--- config.mk ---
export PLATFORM = sky130hd
export DESIGN_NAME = carry_skip_adder_sync
export DESIGN_NICKNAME = d
export VERILOG_FILES = /design/src/rtl/carry_skip_adder_sync.sv
export SDC_FILE = /design/constraint.sdc
export NUM_CORES = 1
export LEC_CHECK = 0
export CORE_MARGIN = 1
export CORE_UTILIZATION = 42
export CTS_CLUSTER_DIAMETER = 100
export DETAILED_ROUTE_END_ITERATION = 6
export HOLD_SLACK_MARGIN = 0.06
export PLACE_DENSITY = 0.95
export SLEW_MARGIN = 5
export SYNTH_ARGS = -nofsm -noshare
export SYNTH_HDL_FRONTEND = slang
export SYNTH_SLANG_ARGS = --single-unit
--- constraint.sdc ---
create_clock -name clk -period 1.8 [get_ports clk]
set_input_delay 0.36 -clock clk [delete_from_list [all_inputs] [get_ports clk]]
set_output_delay 0.36 -clock clk [all_outputs]
set_load 0.1 [all_outputs]
--- src/rtl/carry_skip_adder_sync.sv ---
// Purpose : N-bit carry-skip adder (BLOCK_SIZE-bit ripple blocks) with registered sum/cout.
// Latency : 1 cycle, in_valid at edge T -> sum/cout/out_valid updated at edge T.
// Backpress: none; accepts one add every cycle, out_valid mirrors in_valid one cycle later.
//
// Ports:
//   clk, rst_n     rising-edge clock, asynchronous active-low reset
//   in_valid       qualifies a/b/cin for capture
//   a, b, cin      unsigned N-bit operands and carry-in
//   sum, cout      registered (a + b + cin); cout is bit N of the full sum
//   out_valid      one-cycle strobe marking a freshly loaded sum/cout
//
// Build option: CARRY_SKIP_ADDER_SKIP_EN
//   defined     -> each block carry-out is muxed between block carry-in and ripple carry
//   not defined -> plain N-bit ripple chain, no block propagate logic
module carry_skip_adder_sync #(
  parameter int N          = 16,
  parameter int BLOCK_SIZE = 4
) (
  input  logic         clk,
  input  logic         rst_n,
  input  logic         in_valid,
  input  logic [N-1:0] a,
  input  logic [N-1:0] b,
  input  logic         cin,
  output logic [N-1:0] sum,
  output logic         cout,
  output logic         out_valid
);

  localparam int NB = (N + BLOCK_SIZE - 1) / BLOCK_SIZE;

  logic [N-1:0] p;
  logic [N-1:0] g;
  logic [N-1:0] sum_core;
  logic         cout_core;

  assign p = a ^ b;
  assign g = a & b;

  // Carries are kept as per-bit / per-block scalars inside the generate scopes
  // so the chain is not one self-referencing vector.
  for (genvar k = 0; k < NB; k++) begin : g_blk
    localparam int LO = k * BLOCK_SIZE;
    localparam int HI = (LO + BLOCK_SIZE > N) ? N - 1 : LO + BLOCK_SIZE - 1;
    localparam int W  = HI - LO + 1;

    logic c_in;
    logic c_out;
    logic rip_c;

    if (k == 0) begin : g_first
      assign c_in = cin;
    end else begin : g_chain
      assign c_in = g_blk[k-1].c_out;
    end

    for (genvar j = 0; j < W; j++) begin : g_bit
      logic ci;
      logic co;
      if (j == 0) begin : g_lsb
        assign ci = c_in;
      end else begin : g_rip
        assign ci = g_bit[j-1].co;
      end
      assign co             = g[LO+j] | (p[LO+j] & ci);
      assign sum_core[LO+j] = p[LO+j] ^ ci;
    end

    assign rip_c = g_bit[W-1].co;

`ifdef CARRY_SKIP_ADDER_SKIP_EN
    // When every bit propagates, the ripple carry equals c_in anyway; the mux
    // only shortens the path, never changes the value.
    logic blk_p;
    assign blk_p = &p[HI:LO];
    assign c_out = blk_p ? c_in : rip_c;
`else
    assign c_out = rip_c;
`endif
  end

  assign cout_core = g_blk[NB-1].c_out;

  always_ff @(posedge clk or negedge rst_n) begin
    if (!rst_n) begin
      sum       <= '0;
      cout      <= 1'b0;
      out_valid <= 1'b0;
    end else begin
      out_valid <= in_valid;
      if (in_valid) begin
        sum  <= sum_core;
        cout <= cout_core;
      end
    end
  end

endmodule

==> results.json, run 1 <==
{
  "required_ps": 2020,
  "diodes": 0,
  "synth_seq_cells": 18,
  "num_vias": 703,
  "avgSynthCellArea_um2": 16.7,
  "gp_congestion": 0.668,
  "gr-total-overflow": 0,
  "nFillCells": 134,
  "postLayoutCoreUtil_pct": 83.2,
  "failed_checks": "negative setup slack",
  "finalSetupViolCount": 14,
  "setup_ws_ps": -4190,
  "grt_pass1_wl_um": 3710,
  "fp.dieH_um": 52.1,
  "seq_area_frac_synth_pct": 42.8,
  "drive_gt1_share_pct": 50.8,
  "final-seq-area_um2": 450,
  "leakage_nw": 0.842,
  "start_util_pct": 45.9,
  "fin_hold_ws_ps": 396,
  "postRouteAntennaNets": 0,
  "drc_errors": 0,
  "worst_setup_path_start_kind": "primary input",
  "synth_top_family_by_area": "adder cells",
  "tns_ps": -32650,
  "area_growth_pct": 81.4,
  "wl_per_cell_um": 15.6,
  "cts_buffers": 3,
  "rsz0062_at_grt": "true",
  "hold_violations": 0,
  "clkSinkCount": 18,
  "crit_type": "primary input to register",
  "first_pass_iters": 2,
  "wirelength_um": 2300,
  "max_clock_freq_mhz": 167,
  "synth_xor_area_share_pct": 0,
  "dr.max_layer_used": "met4",
  "grt_max_degree": 19,
  "rows": 17,
  "worst_pin_slew_ps": 234,
  "first_global_vias": 804,
  "grtUsageTotal_pct": 19.9,
  "final_cells": 148,
  "io_buffers": 53,
  "r2r_end": "sum[7]$_DFFE_PN0P_",
  "finalCriticalPeriod_ps": 5990,
  "antenna_found_initial": 0,
  "placedCellCount": 144,
  "synthCells": 63,
  "critPathMaxFanout": 1,
  "design.die.area_um2": 2710,
  "clock_latency_ps": 290,
  "die_x_um": 52.1,
  "dr_wl_met2_um": 1260,
  "yosysWarnings": 0,
  "hold_class": "primary input to async pin",
  "critical_path_arrival_ps": 6210,
  "min_period_over_period_pct": 333,
  "path_clk_slew_ps": 100,
  "timing.rr.start": "sum[7]$_DFFE_PN0P_",
  "maxCapViolCount": 0,
  "finalMaxSlewViolations": 0,
  "cts_tree": "done",
  "status": "finished, violations left",
  "slew_headroom_pct": 84.4,
  "ys_types": 8,
  "hpwlAfterDp_um": 1950,
  "drt-met1-wl_um": 832,
  "fin_skew_ps": 0,
  "viasPerCell": 4.75,
  "postCtsSetupBuffers": 0,
  "syn_nets": 115,
  "drt_iter0_markers": 1,
  "ctsRootBufferMaster": "clkbuf_4",
  "multi_input_area_um2": 591,
  "reg2reg_depth": 1,
  "core_area_um2": 2300,
  "synthSimpleGateAreaFrac_pct": 0,
  "synth_area_um2": 1050,
  "final_net_count": 173,
  "power_density_nw_per_um2": 1200,
  "io_pins": 54,
  "end_kind": "register",
  "synthAdderAreaFrac_pct": 30.4,
  "clock_path_buffers": 2,
  "met3WireLength_um": 199,
  "synthMuxAreaShare_pct": 20.3,
  "synth_compound_area_share_pct": 0,
  "vdd_drop_max_uv": 1000,
  "htree_levels": 1,
  "r2r_slack_ps": 970
}
## area by class of cell
cell class | instances | share of cell area (%)
clock buffers | 4 | 1.90
inverters | 10 | 2.88
multi-input cells | 33 | 30.9
flip-flops and latches | 18 | 23.6
well taps | 28 | 1.83
repair buffers | 55 | 38.9
## metrics by stage
step / setup WS [ps] / power [mW] / cell area (um^2)
after floorplan: -4210 / 1.43 / 1110
after global placement: -4930 / 2.02 / 1850
after detailed placement: -5030 / 2.05 / 1850
after CTS: -4210 / 2.32 / 1900
after global routing: -4290 / 2.39 / 1910
final: -4190 / 2.30 / 1910
## synthesized netlist by cell type (all sizes together)
| library cell | count | area share [%] |
|---|---|---|
| dfrtp | 18 | 43 |
| fa | 16 | 30 |
| mux2 | 14 | 17 |
| inv | 10 | 3.6 |
| mux2i | 3 | 2.9 |
| buf | 2 | 3.0 |
## layer usage
layer  vias to the layer above  global-route usage, %
li1                        313                      -
met1                       351                   22.3
met2                        37                   35.5
met3                         2                   4.97
met4                         0                   8.11
met5                         -                      0
## logic make-up (layout without fill, tap and decap cells)
group / Yosys count / after routing
adder cells (fa/ha/maj): 16 / 16
buffers and inverters: 12 / 69
flip-flops: 18 / 18
multiplexers: 17 / 17
## what timing repair did
action,4_1_cts,5_1_grt
setup endpoints to repair,16,14
resized for setup,24,1
hold buffers,0,0
## where the power goes
| part | switching (mW) | internal, mW |
|---|---|---|
| sequential | 0.107 | 0.497 |
| clock | 0.122 | 0.123 |
| combinational | 0.862 | 0.588 |
| total | 1.09 | 1.21 |
## flip-flops by register name, indices dropped and copies added, names as in the netlist
| signal | count |
|---|---|
| out_valid | 1 |
| cout | 1 |
| sum | 16 |
## cells in the final DEF (no fill, tap or decap)
master | Yosys | layout
buf_12 | 1 | 19
buf_4 | 0 | 1
buf_6 | 1 | 2
buf_8 | 0 | 1
clkbuf_4 | 0 | 3
clkbuf_8 | 0 | 1
clkdlybuf4s50_1 | 0 | 30
dfrtp_1 | 18 | 18
dlygate4sd2_1 | 0 | 2
fa_1 | 16 | 1
fa_2 | 0 | 15
inv_1 | 10 | 5
inv_12 | 0 | 1
inv_2 | 0 | 3
inv_6 | 0 | 1
mux2_2 | 7 | 2
mux2_4 | 7 | 12
mux2i_1 | 3 | 3
## critical path, cell delays in order
cell and delay [ps]:
buf_8 110, inv_12 40, fa_2 190, inv_2 40, fa_2 340, fa_2 370
fa_2 340, fa_2 350, fa_2 340, fa_2 340, fa_2 340, fa_2 340
fa_2 350, fa_2 340, fa_2 350, fa_2 350, fa_2 360, fa_2 350
inv_2 60, fa_1 400, mux2i_1 140
## worst max-delay path by stage
stage / startpoint / endpoint / slack, ps / depth (start not counted)
6_report: a[0] / sum[15]$_DFFE_PN0P_ / -4190 / 21
5_1_grt: a[0] / sum[15]$_DFFE_PN0P_ / -4290 / 21
4_1_cts: a[0] / sum[15]$_DFFE_PN0P_ / -4210 / 21
3_5_place_dp: a[0] / sum[15]$_DFFE_PN0P_ / -5030 / 21
3_3_place_gp: a[0] / sum[15]$_DFFE_PN0P_ / -4930 / 21
2_1_floorplan: a[0] / sum[15]$_DFFE_PN0P_ / -4210 / 20
(Power assumes the default switching activity.)
==> run 2, diff against run 1 <==
--- a/config.mk
+++ b/config.mk
@@ -11,6 +11,7 @@
 export DETAILED_ROUTE_END_ITERATION = 6
 export HOLD_SLACK_MARGIN = 0.06
 export PLACE_DENSITY = 0.95
+export REMOVE_ABC_BUFFERS = 1
 export SLEW_MARGIN = 5
 export SYNTH_ARGS = -nofsm -noshare
 export SYNTH_HDL_FRONTEND = slang
==> run 2 against run 1 <==
Against the previous run:
- the run still ends with negative setup slack left
- clock power decreased by 21%
- total power shrank 2.5%
- first-iteration DRC count grew to 3.0 times the previous value
- critical path type unchanged
- largest cell class unchanged
- largest power group unchanged
==> results.json, run 2 (synthesized netlist as in run 1, its figures left out) <==
{
  "pwr-share-seq_pct": 27.1,
  "design.die.area_um2": 2710,
  "largest_register_ffs": 16,
  "status": "finished, violations left",
  "slew_headroom_pct": 84.7,
  "first_global_vias": 839,
  "hpwlAfterDp_um": 1970,
  "hold_class": "primary input to async pin",
  "drc_errors": 0,
  "nFillCells": 127,
  "io_buffers": 53,
  "first_pass_iters": 2,
  "postRouteAntennaNets": 0,
  "final_cell_mix": "30 x clkdlybuf4s50_1, 19 x buf_12, 18 x dfrtp_1",
  "total_power_mw": 2.24,
  "wirelength_um": 2610,
  "final-seq-area_um2": 450,
  "finalMaxSlewViolations": 0,
  "vdd_drop_max_uv": 963,
  "worst_setup_path_start_kind": "primary input",
  "critical_path_arrival_ps": 6330,
  "antenna_found_initial": 0,
  "clkSinkCount": 18,
  "crit_chain": "buf_6 > inv_4 > fa_2 > inv_2 > fa_2 > fa_2 > fa_2 > fa_2 > fa_2 > fa_2 > fa_2 > fa_2 > fa_2 > fa_2 > fa_2 > fa_2 > fa_2 > fa_2 > inv_2 > fa_2 > mux2i_1",
  "clockPowerShare_pct": 8.7,
  "end_kind": "register",
  "crit_type": "primary input to register",
  "finalCriticalPeriod_ps": 6130,
  "crit_top_cell": "fa_2",
  "cts_buffers": 3,
  "leakage_nw": 0.817,
  "pre_cts_ws_ps": -5540,
  "multi_input_area_um2": 582,
  "drive_gt1_share_pct": 51.3,
  "p_int_mw": 1.15,
  "cts.hold.buffers_added": 0,
  "worst_pin_slew_ps": 229,
  "start_util_pct": 45.9,
  "p_switching_mw": 1.09,
  "area_growth_pct": 77.7,
  "rsz0062_at_grt": "true",
  "gp_congestion": 0.618,
  "postLayoutCoreUtil_pct": 81.5,
  "crit_family": "adder cells",
  "core_area_um2": 2300,
  "num_vias": 718,
  "max_clock_freq_mhz": 163,
  "combPwrFrac_pct": 64.3,
  "ctsRootBufferMaster": "clkbuf_4",
  "largest_register": "sum",
  "io_pins": 54,
  "grtUsageTotal_pct": 23.1,
  "final_net_count": 173,
  "power_density_nw_per_um2": 1200,
  "grt_pass1_wl_um": 4160,
  "grt_max_degree": 19,
  "setup_ws_ps": -4330,
  "drt_iter0_markers": 3,
  "maxCapViolCount": 0,
  "finalSetupViolCount": 14,
  "htree_levels": 1,
  "path_clk_slew_ps": 100,
  "crit_slowest_cell": "fa_2",
  "final_cells": 147,
  "fin_skew_ps": 0,
  "min_period_over_period_pct": 340,
  "final_common_cell": "clkdlybuf4s50_1",
  "hold_violations": 0,
  "postCtsSetupBuffers": 0,
  "clock_path_buffers": 2,
  "wl_per_cell_um": 17.8,
  "gr-total-overflow": 0,
  "fin_hold_ws_ps": 393,
  "fp.dieH_um": 52.1,
  "diodes": 0,
  "switching_share_pct": 48.6,
  "viasPerCell": 4.88,
  "failed_checks": "negative setup slack",
  "rows": 17,
  "critPathMaxFanout": 1,
  "top_regs": "sum x16, cout x1, out_valid x1",
  "required_ps": 2000,
  "max_stage_delay_ps": 410,
  "die_x_um": 52.1,
  "cts_tree": "done",
  "crit_buf_inv": 4,
  "clock_latency_ps": 280,
  "placedCellCount": 144
}
[run 2: through the flow]
step	setup TNS (ps)	cell area, um^2
after floorplan	-38700	1020
after global placement	-46690	1800
after detailed placement	-48480	1800
after CTS	-32970	1870
after global routing	-34290	1870
final	-33450	1870
[run 2: per-layer routing]
layer / wire, um / track usage [%] / up-vias
li1: - / - / 311
met1: 975 / 27.3 / 359
met2: 1370 / 38.9 / 40
met3: 197 / 5.56 / 8
met4: 72 / 11.3 / 0
met5: 0 / 0 / -
[run 2: final cells by class]
class / instances / share of cell area, %
repair buffers: 55 / 39.5
multi-input cells: 33 / 31.1
flip-flops and latches: 18 / 24.1
inverters: 10 / 2.27
well taps: 28 / 1.87
clock buffers: 3 / 1.20
[run 2: repair_timing]
| action | 4_1_cts | 5_1_grt |
|---|---|---|
| resized for setup | 38 | 2 |
| cloned | 0 | 0 |
| pin swaps | 2 | 0 |
| endpoints found under the setup margin | 16 | 14 |
[run 2: final timing paths]
| kind | to | startpoint | cells past startpoint | slack [ps] |
|---|---|---|---|---|
| worst max register to register | sum[9]$_DFFE_PN0P_ | sum[9]$_DFFE_PN0P_ | 1 | 970 |
| worst max-delay path | sum[15]$_DFFE_PN0P_ | b[0] | 21 | -4330 |
| min in group clk | sum[0]$_DFFE_PN0P_ | cin | 4 | 500 |
| worst min register to register | sum[2]$_DFFE_PN0P_ | sum[2]$_DFFE_PN0P_ | 1 | 580 |
| max in group asynchronous | sum[4]$_DFFE_PN0P_ | rst_n | 2 | 1210 |
| worst min-delay path | sum[1]$_DFFE_PN0P_ | rst_n | 2 | 390 |
[run 2: power groups by stage]
stage / logic [mW] / clock network (mW) / registers [mW]
3_3_place_gp: 1.39 / 0 / 0.604
2_1_floorplan: 0.169 / 0 / 1.23
6_report: 1.44 / 0.194 / 0.607
4_1_cts: 1.43 / 0.202 / 0.607
3_5_place_dp: 1.41 / 0 / 0.615
5_1_grt: 1.49 / 0.228 / 0.618
